`config.mk`:
```
export PLATFORM = sky130hd
export DESIGN_NAME = alu_seq
export DESIGN_NICKNAME = d
export VERILOG_FILES = /design/src/rtl/alu_pkg.sv /design/src/rtl/alu_seq_step.sv /design/src/rtl/alu_seq.sv
export SDC_FILE = /design/constraint.sdc
export NUM_CORES = 1
export LEC_CHECK = 0
export ABC_CLOCK_PERIOD_IN_PS = 3200
export CAP_MARGIN = 20
export CORE_UTILIZATION = 57
export CTS_BUF_LIST = sky130_fd_sc_hd__clkbuf_16
export DETAILED_ROUTE_END_ITERATION = 7
export PLACE_DENSITY_LB_ADDON = 0.05
export SKIP_LAST_GASP = 1
export SLEW_MARGIN = 20
export SYNTH_ARGS = -nofsm -noshare
export SYNTH_HDL_FRONTEND = slang
export SYNTH_HIERARCHICAL = 1
export SYNTH_SLANG_ARGS = --single-unit
```
`constraint.sdc`:
```
create_clock -name clk -period 3.2 [get_ports clk]
set_input_delay 0.64 -clock clk [delete_from_list [all_inputs] [get_ports clk]]
set_output_delay 0.64 -clock clk [all_outputs]
set_load 0.01 [all_outputs]
```
`src/rtl/alu_pkg.sv`:
```
// Shared constants for the sequential ALU and its display path.
// Holds the opcode encodings, FSM states and the step-mode select.
package alu_pkg;

   localparam logic [1:0] OP_ADD = 2'b00;
   localparam logic [1:0] OP_SUB = 2'b01;
   localparam logic [1:0] OP_MUL = 2'b10;
   localparam logic [1:0] OP_DIV = 2'b11;

   typedef enum logic {
      S_IDLE = 1'b0,
      S_ITER = 1'b1
   } state_t;

   typedef enum logic {
      M_MUL = 1'b0,
      M_DIV = 1'b1
   } step_mode_t;

endpackage

```
`src/rtl/alu_seq_step.sv`:
```
// One iteration of LSB-first shift-add multiply or
// MSB-first restoring divide on a {high, low} accumulator.
import alu_pkg::*;

module alu_seq_step #(
   parameter int W = 4
) (
   input  logic [2*W-1:0] acc,
   input  logic [W-1:0]   opnd,
   input  step_mode_t     mode,
   output logic [2*W-1:0] acc_nxt,
   output logic [W-1:0]   opnd_nxt
);

   logic [W:0] sum;
   logic [W:0] rem_sh;
   logic [W:0] diff;

   // diff[W] is the borrow: set exactly when the shifted remainder < divisor
   always_comb begin
      sum      = {1'b0, acc[2*W-1:W]} + (acc[0] ? {1'b0, opnd} : '0);
      rem_sh   = acc[2*W-1:W-1];
      diff     = rem_sh - {1'b0, opnd};
      opnd_nxt = opnd;
      if (mode == M_MUL)
         acc_nxt = {sum, acc[W-1:1]};
      else if (diff[W])
         acc_nxt = {rem_sh[W-1:0], acc[W-2:0], 1'b0};
      else
         acc_nxt = {diff[W-1:0], acc[W-2:0], 1'b1};
   end

endmodule

```
`src/rtl/alu_seq.sv`:
```
// Sequential ALU: single-cycle add/sub, W-step multiply/divide,
// registered one-cycle done pulse and held result.
import alu_pkg::*;

module alu_seq #(
   parameter int W = 4
) (
   input  logic           clk,
   input  logic           rst,
   input  logic           start,
   input  logic [1:0]     opcode,
   input  logic [W-1:0]   port_a,
   input  logic [W-1:0]   port_b,
   output logic           busy,
   output logic           done,
   output logic [2*W-1:0] result,
   output logic           neg,
   output logic           dz
);

   localparam int CW = $clog2(W + 1);

   state_t         state, state_n;
   logic [CW-1:0]  cnt, cnt_n;
   logic [2*W-1:0] acc, acc_n, acc_step;
   logic [W-1:0]   opnd, opnd_n, opnd_step;
   logic [1:0]     op, op_n;
   logic [2*W-1:0] result_n;
   logic           neg_n, dz_n, done_n;
   logic [W:0]     sum_ab;
   step_mode_t     mode;

   assign mode = (op == OP_DIV) ? M_DIV : M_MUL;
   assign busy = (state == S_ITER);
   assign sum_ab = {1'b0, port_a} + {1'b0, port_b};

   alu_seq_step #(.W(W)) u_step (
      .acc      (acc),
      .opnd     (opnd),
      .mode     (mode),
      .acc_nxt  (acc_step),
      .opnd_nxt (opnd_step)
   );

   always_comb begin
      state_n  = state;
      cnt_n    = cnt;
      acc_n    = acc;
      opnd_n   = opnd;
      op_n     = op;
      result_n = result;
      neg_n    = neg;
      dz_n     = dz;
      done_n   = 1'b0;
      unique case (state)
         S_IDLE: if (start) begin
            op_n   = opcode;
            opnd_n = port_b;
            acc_n  = {{W{1'b0}}, port_a};
            unique case (1'b1)
               (opcode == OP_ADD): begin
                  result_n = {{(W-1){1'b0}}, sum_ab};
                  neg_n    = 1'b0;
                  dz_n     = 1'b0;
                  done_n   = 1'b1;
               end
               (opcode == OP_SUB): begin
                  neg_n    = (port_b > port_a);
                  result_n = {{W{1'b0}},
                     neg_n ? port_b - port_a : port_a - port_b};
                  dz_n     = 1'b0;
                  done_n   = 1'b1;
               end
               (opcode == OP_DIV && port_b == '0): begin
                  result_n = {port_a, {W{1'b1}}};
                  neg_n    = 1'b0;
                  dz_n     = 1'b1;
                  done_n   = 1'b1;
               end
               default: begin
                  state_n = S_ITER;
                  cnt_n   = CW'(W);
               end
            endcase
         end
         S_ITER: begin
            acc_n  = acc_step;
            opnd_n = opnd_step;
            cnt_n  = cnt - CW'(1);
            if (cnt == CW'(1)) begin
               result_n = acc_step;
               neg_n    = 1'b0;
               dz_n     = 1'b0;
               done_n   = 1'b1;
               state_n  = S_IDLE;
            end
         end
         default: state_n = S_IDLE;
      endcase
   end

   always_ff @(posedge clk or negedge rst) begin
      if (!rst) begin
         state  <= S_IDLE;
         cnt    <= '0;
         acc    <= '0;
         opnd   <= '0;
         op     <= OP_ADD;
         result <= '0;
         neg    <= 1'b0;
         dz     <= 1'b0;
         done   <= 1'b0;
      end else begin
         state  <= state_n;
         cnt    <= cnt_n;
         acc    <= acc_n;
         opnd   <= opnd_n;
         op     <= op_n;
         result <= result_n;
         neg    <= neg_n;
         dz     <= dz_n;
         done   <= done_n;
      end
   end

endmodule
```
==> results.cfg <==
[logic_synthesis]
synth.ff_latch_count = 29
synthesis.nets = 285
synth_cells = 246
synth_most_common_cell = sky130_fd_sc_hd__dfrtp_1
synth_ff_type = sky130_fd_sc_hd__dfrtp_1
avgSynthCellArea_um2 = 9.27
mappedNetlistArea_um2 = 2280
synth.top_cells.by_area = sky130_fd_sc_hd__dfrtp_1 32%, sky130_fd_sc_hd__ha_1 12%, sky130_fd_sc_hd__mux2i_1 6.6%
synthesis.yosys.warnings = 6
post_synth_edffs = 0
async_set_or_reset_flop_fraction_in_the_synthesized_netlist_pct = 100
synthDominantAreaCellType = sky130_fd_sc_hd__dfrtp_1
post_synth_most_frequent_cells = 29 x sky130_fd_sc_hd__dfrtp_1, 25 x sky130_fd_sc_hd__inv_1, 21 x sky130_fd_sc_hd__ha_1
post-synth-top-area-fraction_pct = 31.8
synth.lib_cells_used.distinct = 47
synth_sequential_area_ratio_pct = 31.8

[placement]
total_of_buffers_placed_on_input_and_output_ports = 24
detailed_place.area_um2 = 2570
dpl.cell_count = 314
detailed_place_hpwl_mm = 3.88
globalplace.congestion = 0.913

[drt]
vias = 1856
topRoutingLayerUsed = met4
detail_route.wl_per_cell_um = 16.1
routed_via_density = 5.76
remaining_drc_errors = 0
wl_met2_mm = 2.49
route.layer.met1.wl_mm = 2.46
drtPass1Iterations = 4
wl_met3_um = 168
detail-route-antenna-nets = 0
drt_wl_total_mm = 5.18
initialDrtViolationCount = 118

[timing]
tightestPinTransition_ns = 0.460
slew_headroom_pct = 69.4
maxClockFrequency_ghz = 0.370
slew_violations = 0
final-setup-viol-count = 0
finalHoldViolations = 0
grt_setup_unrepaired = false
final_min_period_over_clock_period_pct = 84.5
min_period_ns = 2.70
setup-tns-final_ns = 0
clock_skew_ns = 0.00389

[clocking]
cts_tree = done
cts.htree.levels = 2
clock_latency_ns = 0.27
path_clk_slew_ns = 0.05
post-cts-setup-buffers = 0
clk_root_buffer_cell = sky130_fd_sc_hd__clkbuf_16
post_cts_hold_buffer_count = 0
cts-root-to-sink-buffers = 2
clock_sinks = 29
cts_repair_resize_count = 0
cts_buffers = 5

[pwr]
ir_worst_vdd_mv = 0.433
power_density_nw_per_um2 = 936
p_int_uw = 1510
totalPowerFinal_uw = 2540
seqPwrFrac_pct = 27.3
power.leakage_uw = 0.00128
power.switching_fraction_pct = 40.5
p_comb_share_pct = 55.5
power_frac_clock_pct = 17.2
net-switching-power_uw = 1030

[layout]
n_fill_cell = 304
design_area_um2 = 2710
nNetsFinal = 312
insertedDiodeCount = 0
cell_count_final_fillers_out = 322
flow.area_growth_from_synthesis_pct = 18.8
post_route_cells_drive_above_1_share_pct = 10.9

[worst_setup_path]
cp_slowest_cell = sky130_fd_sc_hd__dfrtp_1
critPathCaptureType = register
cpLargestDelayFamily = compound AO/OA/AOI/OAI gates
crit_arrival_ns = 2.89
critPathRequiredTime_ns = 3.39
cp_num_buf_inv = 0
timing.setup.critical_path_class = register to register
crit_path_cell_trace = ha_1 > fa_1 > nand2b_1 > a21oi_2 > xor2_2 > mux2_2 > a21oi_1 > a22oi_1 > o21ai_0
critical_path.startpoint_type = register
crit_fanout = 5
crit_path_max_incr_delay_ns = 0.43

[floorplanning]
initial_core_utilization_pct = 60.9
core-area_um2 = 3740
die_x_um = 65.3
die-area_um2 = 4260
floorplan.rows = 22
io_pins = 25
floorplan.die.height_um = 65.3

[job]
timing.max_cap.violations = 0

[global_routing]
track_usage_pct = 27.4
grt_overflow_total = 0
maximum_number_of_pins_on_one_net_before_global_route_repair = 30
global_route_wire_length_before_repair_mm = 8.67
antenna_found_initial = 0
vias_in_the_first_global_route = 1773

[worst_hold_path]
hp-class = register to register

[outcome]
status = finished clean
## cells in the final DEF, fill, tap and decap left out, drive strengths merged, types with 2 or more instances in the layout
cell type / count
a211oi: 2
a21o: 3
a21oi: 18
a22o: 4
a22oi: 4
a311oi: 2
and2: 4
buf: 8
clkbuf: 5
clkdlybuf4s50: 24
clkinv: 2
dfrtp: 29
fa: 5
ha: 21
inv: 26
mux2: 7
mux2i: 15
nand2: 17
nand2b: 3
nand3: 4
nand3b: 2
nor2: 20
nor2b: 5
nor3: 5
o21ai: 15
o21bai: 3
xnor2: 5
xor2: 2
## path summary, 6_finish.rpt
kind	to	startpoint	slack [ns]	cells after the start
setup / recovery	result[5]	opnd[0]	0.50	9
hold / removal	result[6]	result[6]	0.47	2
setup reg to reg	result[5]	opnd[0]	0.50	9
hold reg to reg	result[6]	result[6]	0.47	2
max in group asynchronous	neg	rst	2.16	2
min in group asynchronous	acc[7]	rst	0.76	2
## tightest hold or removal path, delay by kind of cell, from the launching register on
family             cells  cell delay, ns
DFF                    1            0.34
AOI/OAI and AO/OA      1            0.06
and+or+nand+nor        1            0.04
## registers in the layout (all words and copies together), names as in the netlist
name / count
op: 2
cnt: 3
neg: 1
acc: 8
busy: 1
done: 1
opnd: 4
dz: 1
result: 8
## routing by layer
metal  track usage, %  vias to the layer above
met2             44.6                       46
met4             9.24                        0
met1             36.7                      904
met5                0                        -
li1                 -                      899
met3             4.69                        7
## power by group through the flow
stage / registers (uW) / logic, uW / clock network, uW
finish: 693 / 1410 / 436
global route: 717 / 1560 / 457
CTS: 692 / 1400 / 439
detailed placement: 690 / 1390 / 0
global placement: 686 / 1350 / 0
floorplan: 683 / 1020 / 0
## cell families after synthesis
logic type               after synthesis  synth area share [%]
buffers and inverters                 37                  7.24
XOR/XNOR                               7                  3.02
AO/OA/AOI/OAI                         58                  16.2
multiplexers                          22                  10.0
adder cells (fa/ha/maj)               26                  15.9
flip-flops                            29                  31.8
AND/OR/NAND/NOR                       67                  15.8
## metrics by stage
stage                     hold slack, ns  worst slack [ns]  utilization [%]
after global routing               0.507             0.364             72.4
after global placement             0.463             0.355             68.6
final                              0.472             0.497             72.4
after CTS                          0.481             0.523             72.4
after floorplan                    0.344             0.802                -
after detailed placement           0.469             0.335             68.6
## cell type report
cell class	count	area, um^2	area share, %
timing repair buffer	32	300	11.1
tap	48	60.1	2.22
clock buffer	5	125	4.62
inverter	25	93.8	3.46
multi-input combinational	180	1390	51.3
sequential	29	726	26.8
clock inverter	3	13.8	0.508
Power figures use the tool's default switching activity.
==> variant 1: new RTL, same settings <==
`W` is set to 4 in 2 places; all go to 8.
--- a/src/rtl/alu_seq_step.sv
+++ b/src/rtl/alu_seq_step.sv
@@ -4,5 +4,5 @@
 
 module alu_seq_step #(
-   parameter int W = 4
+   parameter int W = 8
 ) (
    input  logic [2*W-1:0] acc,
--- a/src/rtl/alu_seq.sv
+++ b/src/rtl/alu_seq.sv
@@ -4,5 +4,5 @@
 
 module alu_seq #(
-   parameter int W = 4
+   parameter int W = 8
 ) (
    input  logic           clk,
Ports: changed (resized port_a, port_b and result); port bits go from 25 to 41. No check against the original RTL was run, so the function may have changed too.
==> variant 1 against the unedited design <==
- sequential power grew 77%
- fmax shrank 13%
- power grew 94%
- sequential cell count grew 21
- area after synthesis grew 89%
- critical path type unchanged
- final area grew 91%
- critical path depth grew 4
- non-clock buffer count grew 49
- first-iteration DRC count grew 150%
- wire length grew 130%
- setup slack lost 390 ps
==> variant 1: results (changes against the unedited design) <==
| Metric | Value |
|---|---|
| Peak VDD IR | `0.479 mV (+11%)` |
| Max Fanout on Critical Path | `6 (+1)` |
| Dominant cells by area after synthesis | `dfrtp_1 29%, ha_1 12%, mux2i_1 7.4%` |
| Flop-to-flop setup slack | `100 ps (-390 ps)` |
| Reg2reg end | `result[10]$_DFFE_PN0P_` |
| R2R cell count | `13 (+4)` |
| Hold Slack | `301 ps (-171 ps)` |
| DR vias | `3,884 (+110%)` |
| Drt via density | `5.98 (+3.8%)` |
| Mux share of post-synthesis cell area | `10.5% (+0.45 points)` |
| Register area share after synthesis | `29.0% (-2.8 points)` |
| Largest regs | `acc: 16 flops, result: 16 flops, opnd: 8 flops` |
| Fillers | `598 (+97%)` |
| Clk_lat worst skew | `290 ps (+20 ps)` |
| Post-synthesis adder-cell area fraction | `14.2% (-1.7 points)` |
| CP peak stage delay | `410 ps (-20 ps)` |
| Post-DP HPWL | `9.18 mm (+140%)` |
| Max-slew headroom | `29.5% (-40 points)` |
| Sw frac | `42.8% (+2.3 points)` |
| Status | `completed` |
| GPL Wtd Cong | `1.01 (+11%)` |
| Largest net degree at the start of global routing | `37 (+23%)` |
| Initial antenna violation count | `1 (+1)` |
| Commonest cells post-synth | `53 x nor2_1, 50 x dfrtp_1, 41 x ha_1` |
| Synth cell types | `58 (+23%)` |
| Pleak | `2.43 nW (+89%)` |
| Compound-cell area share of the yosys netlist | `20.1% (+3.9 points)` |
| Slowest-stage cell, CP | `fa_1` |
| XOR/XNOR Fraction of Synth Area | `3.89% (+0.87 points)` |
| Post-Syn Nets | `556 (+95%)` |
| Number of port buffers | `40 (+67%)` |
| Post-Place Cells | `641 (+100%)` |
| Met3 Wirelength | `841 µm (+400%)` |
| Mean routed wirelength per cell | `18.1 µm (+12%)` |
variant 1: cell types whose count changed after synthesis, sizes merged, moves of 9 or more:
cell   delta
mux2i    +17
nor2     +33
dfrtp    +21
a21oi    +17
nand2    +15
buf       +9
inv      +15
ha       +20
o21ai    +13
variant 1: what timing repair did:
action / 4_1_cts / 5_1_grt
setup buffers: 0 / 0
endpoints found under the setup margin: 0 / 3
gates resized for setup: 0 / 5
variant 1: power groups by stage:
stage	clock network [mW]	registers (mW)	logic [mW]
6_report	0.584	1.23	3.11
5_1_grt	0.612	1.26	3.42
4_1_cts	0.590	1.23	3.03
3_5_place_dp	0	1.24	3.01
3_3_place_gp	0	1.22	2.91
2_1_floorplan	0	1.19	2.16
variant 1: how the worst max path moves through the flow:
stage	cells past startpoint	to	startpoint	slack, ps
CTS	13	result[10]$_DFFE_PN0P_	acc[7]$_DFFE_PN0P_	30
detailed placement	12	result[3]$_DFFE_PN0P_	port_b[0]	-30
global placement	12	result[7]$_DFFE_PN0P_	port_b[0]	90
finish	13	result[10]$_DFFE_PN0P_	acc[7]$_DFFE_PN0P_	100
global route	13	result[10]$_DFFE_PN0P_	acc[7]$_DFFE_PN0P_	-50
floorplan	12	result[14]$_DFFE_PN0P_	acc[7]$_DFFE_PN0P_	400
variant 1: cell type report:
| class | count | area, µm² | area share [%] |
|---|---|---|---|
| clock inverters | 2 | 33.8 | 0.652 |
| clock buffers | 5 | 125 | 2.42 |
| multi-input cells | 370 | 2780 | 53.7 |
| diodes | 1 | 2.50 | 0.0483 |
| inverters | 41 | 154 | 2.97 |
| well taps | 99 | 124 | 2.39 |
| repair buffers | 81 | 707 | 13.6 |
| flip-flops and latches | 50 | 1250 | 24.2 |
==> variant 2: new RTL, same settings <==
Without the edit above. Take the reset off `result` and load it in a clocked block of its own.
--- a/src/rtl/alu_seq.sv
+++ b/src/rtl/alu_seq.sv
@@ -107,5 +107,4 @@
          opnd   <= '0;
          op     <= OP_ADD;
-         result <= '0;
          neg    <= 1'b0;
          dz     <= 1'b0;
@@ -117,5 +116,4 @@
          opnd   <= opnd_n;
          op     <= op_n;
-         result <= result_n;
          neg    <= neg_n;
          dz     <= dz_n;
@@ -124,3 +122,7 @@
    end
 
+   always_ff @(posedge clk) begin
+      result <= result_n;
+   end
+
 endmodule
Behaviour: not the same (a bounded check fails within 4 cycles, from zero or initial values and one cycle with rst low).
==> variant 2 against the unedited design <==
- fmax fell by 3.5%
- clock power is essentially flat
- final area decreased by 2.6%
- wire length increased by 1.6%
- sequential share of layout area rose by 2.2 points
- area after synthesis decreased by 2.5%
- clock skew is essentially flat
- setup slack got worse by 97 ps
- highest routed layer unchanged
- power increased by 4.4%
- sequential cell count unchanged
- critical endpoint is now result[3]$_DFFE_PP_
- largest cell class unchanged
==> variant 2: results (changes against the unedited design) <==
| Metric | Value |
|---|---|
| Status | `completed` |
| Register area share after synthesis | `34.4% (+2.6 points)` |
| Arrival @ worst endpoint | `2810 ps (-80 ps)` |
| Met2 Usage GRT | `50.3% (+5.7 points)` |
| RR Startpoint | `acc[3]$_DFFE_PN0P_` |
| Drt via density | `6.00 (+4.0%)` |
| Dominant cells by area after synthesis | `dfrtp_1 24%, ha_1 12%, edfxtp_1 11%` |
| Synth Area per Inst | `9.84 µm² (+6.1%)` |
| Commonest cells post-synth | `25 x inv_1, 21 x dfrtp_1, 21 x ha_1` |
| Met2 routed WL | `2.66 mm (+6.5%)` |
| EDFF count, synth | `8 (+8)` |
| Internal | `1.58 mW (+4.8%)` |
| Post-Syn Nets | `265 (-7.0%)` |
| Post-DP HPWL | `4.02 mm (+3.7%)` |
| Starting Density | `60.3% (-0.65 points)` |
| Compound-cell area share of the yosys netlist | `16.5% (+0.36 points)` |
| Max-slew headroom | `67.2% (-2.1 points)` |
| Initial DRC Count | `172 (+46%)` |
| Largest net degree at the start of global routing | `27 (-10%)` |
| Number of port buffers | `24 (unchanged)` |
| Clock Skew | `4.03 ps (+0.133 ps)` |
| Fillers | `301 (-0.99%)` |
| GR Util All Layers | `28.9% (+1.5 points)` |
| Hold Slack | `327 ps (-145 ps)` |
| Nets | `291 (-6.7%)` |
| CP peak stage delay | `610 ps (+180 ps)` |
| Reg2reg end | `result[5]$_DFFE_PP_` |
| Share of layout cells above drive strength 1 | `11.1% (+0.12 points)` |
| Worst slack, placed | `177 ps (-158 ps)` |
| Min-Delay Path Class | `in -> async` |
| Mean routed wirelength per cell | `17.5 µm (+8.7%)` |
| Vias in the first global route | `1,847 (+4.2%)` |
| Pleak | `1.19 nW (-7.6%)` |
| Finished Layout Cells | `301 (-6.5%)` |
| Async SR Flop Fraction | `72.4% (-28 points)` |
| Mux share of post-synthesis cell area | `10.0% (-0.022 points)` |
| Post-synthesis adder-cell area fraction | `16.3% (+0.41 points)` |
| Placed Area | `2510 µm² (-2.5%)` |
| Slowest-stage cell, CP | `clkdlybuf4s50_1` |
| Met3 Wirelength | `252 µm (+50%)` |
| XOR/XNOR Fraction of Synth Area | `3.88% (+0.87 points)` |
-- variant 2: cell count changes in the layout (fill, tap and decap cells not counted), sizes merged, moves of 3 or more --
cell and delta:
dfrtp -8, nor2 -5, edfxtp +8, nor3 -3, nor2b -3, a31oi +3, nand2 -5
-- variant 2: worst max path at each step --
stage,to,startpoint,slack [ps]
after global routing,result[3]$_DFFE_PP_,port_a[2],290
after floorplan,result[5]$_DFFE_PP_,acc[3]$_DFFE_PN0P_,840
after CTS,result[3]$_DFFE_PP_,port_a[2],420
after detailed placement,result[3]$_DFFE_PP_,port_a[2],180
after global placement,result[3]$_DFFE_PP_,port_a[2],280
final,result[3]$_DFFE_PP_,port_a[2],400
-- variant 2: power by group through the flow --
stage | clock, mW | sequential [mW] | combinational [mW]
floorplan | 0 | 0.734 | 1.01
global placement | 0 | 0.719 | 1.38
detailed placement | 0 | 0.729 | 1.46
CTS | 0.441 | 0.725 | 1.48
global route | 0.459 | 0.748 | 1.62
finish | 0.437 | 0.724 | 1.49
-- variant 2: worst max-delay path, delay by kind of cell --
family	cells	cell delay, ps
and+or+nand+nor	2	500
buffers and inverters	2	690
adders and majority gates	1	450
AOI/OAI and AO/OA	1	100
muxes	1	240
xor gates and xnor gates	1	180
-- variant 2: cells by family after synthesis --
logic type      after synthesis
simple gates                 47
mux                          21
buf+inv                      37
xor+xnor                      9
flops                        29
fa+ha+maj                    26
compound gates               57
-- variant 2: cell type report --
class / count / area (µm²) / share of cell area (%)
multi-input combinational: 160 / 1300 / 49.2
sequential: 29 / 766 / 29.0
timing repair buffer: 30 / 280 / 10.6
clock buffer: 5 / 125 / 4.74
inverter: 26 / 97.6 / 3.70
tap: 48 / 60.1 / 2.28
clock inverter: 3 / 12.5 / 0.474
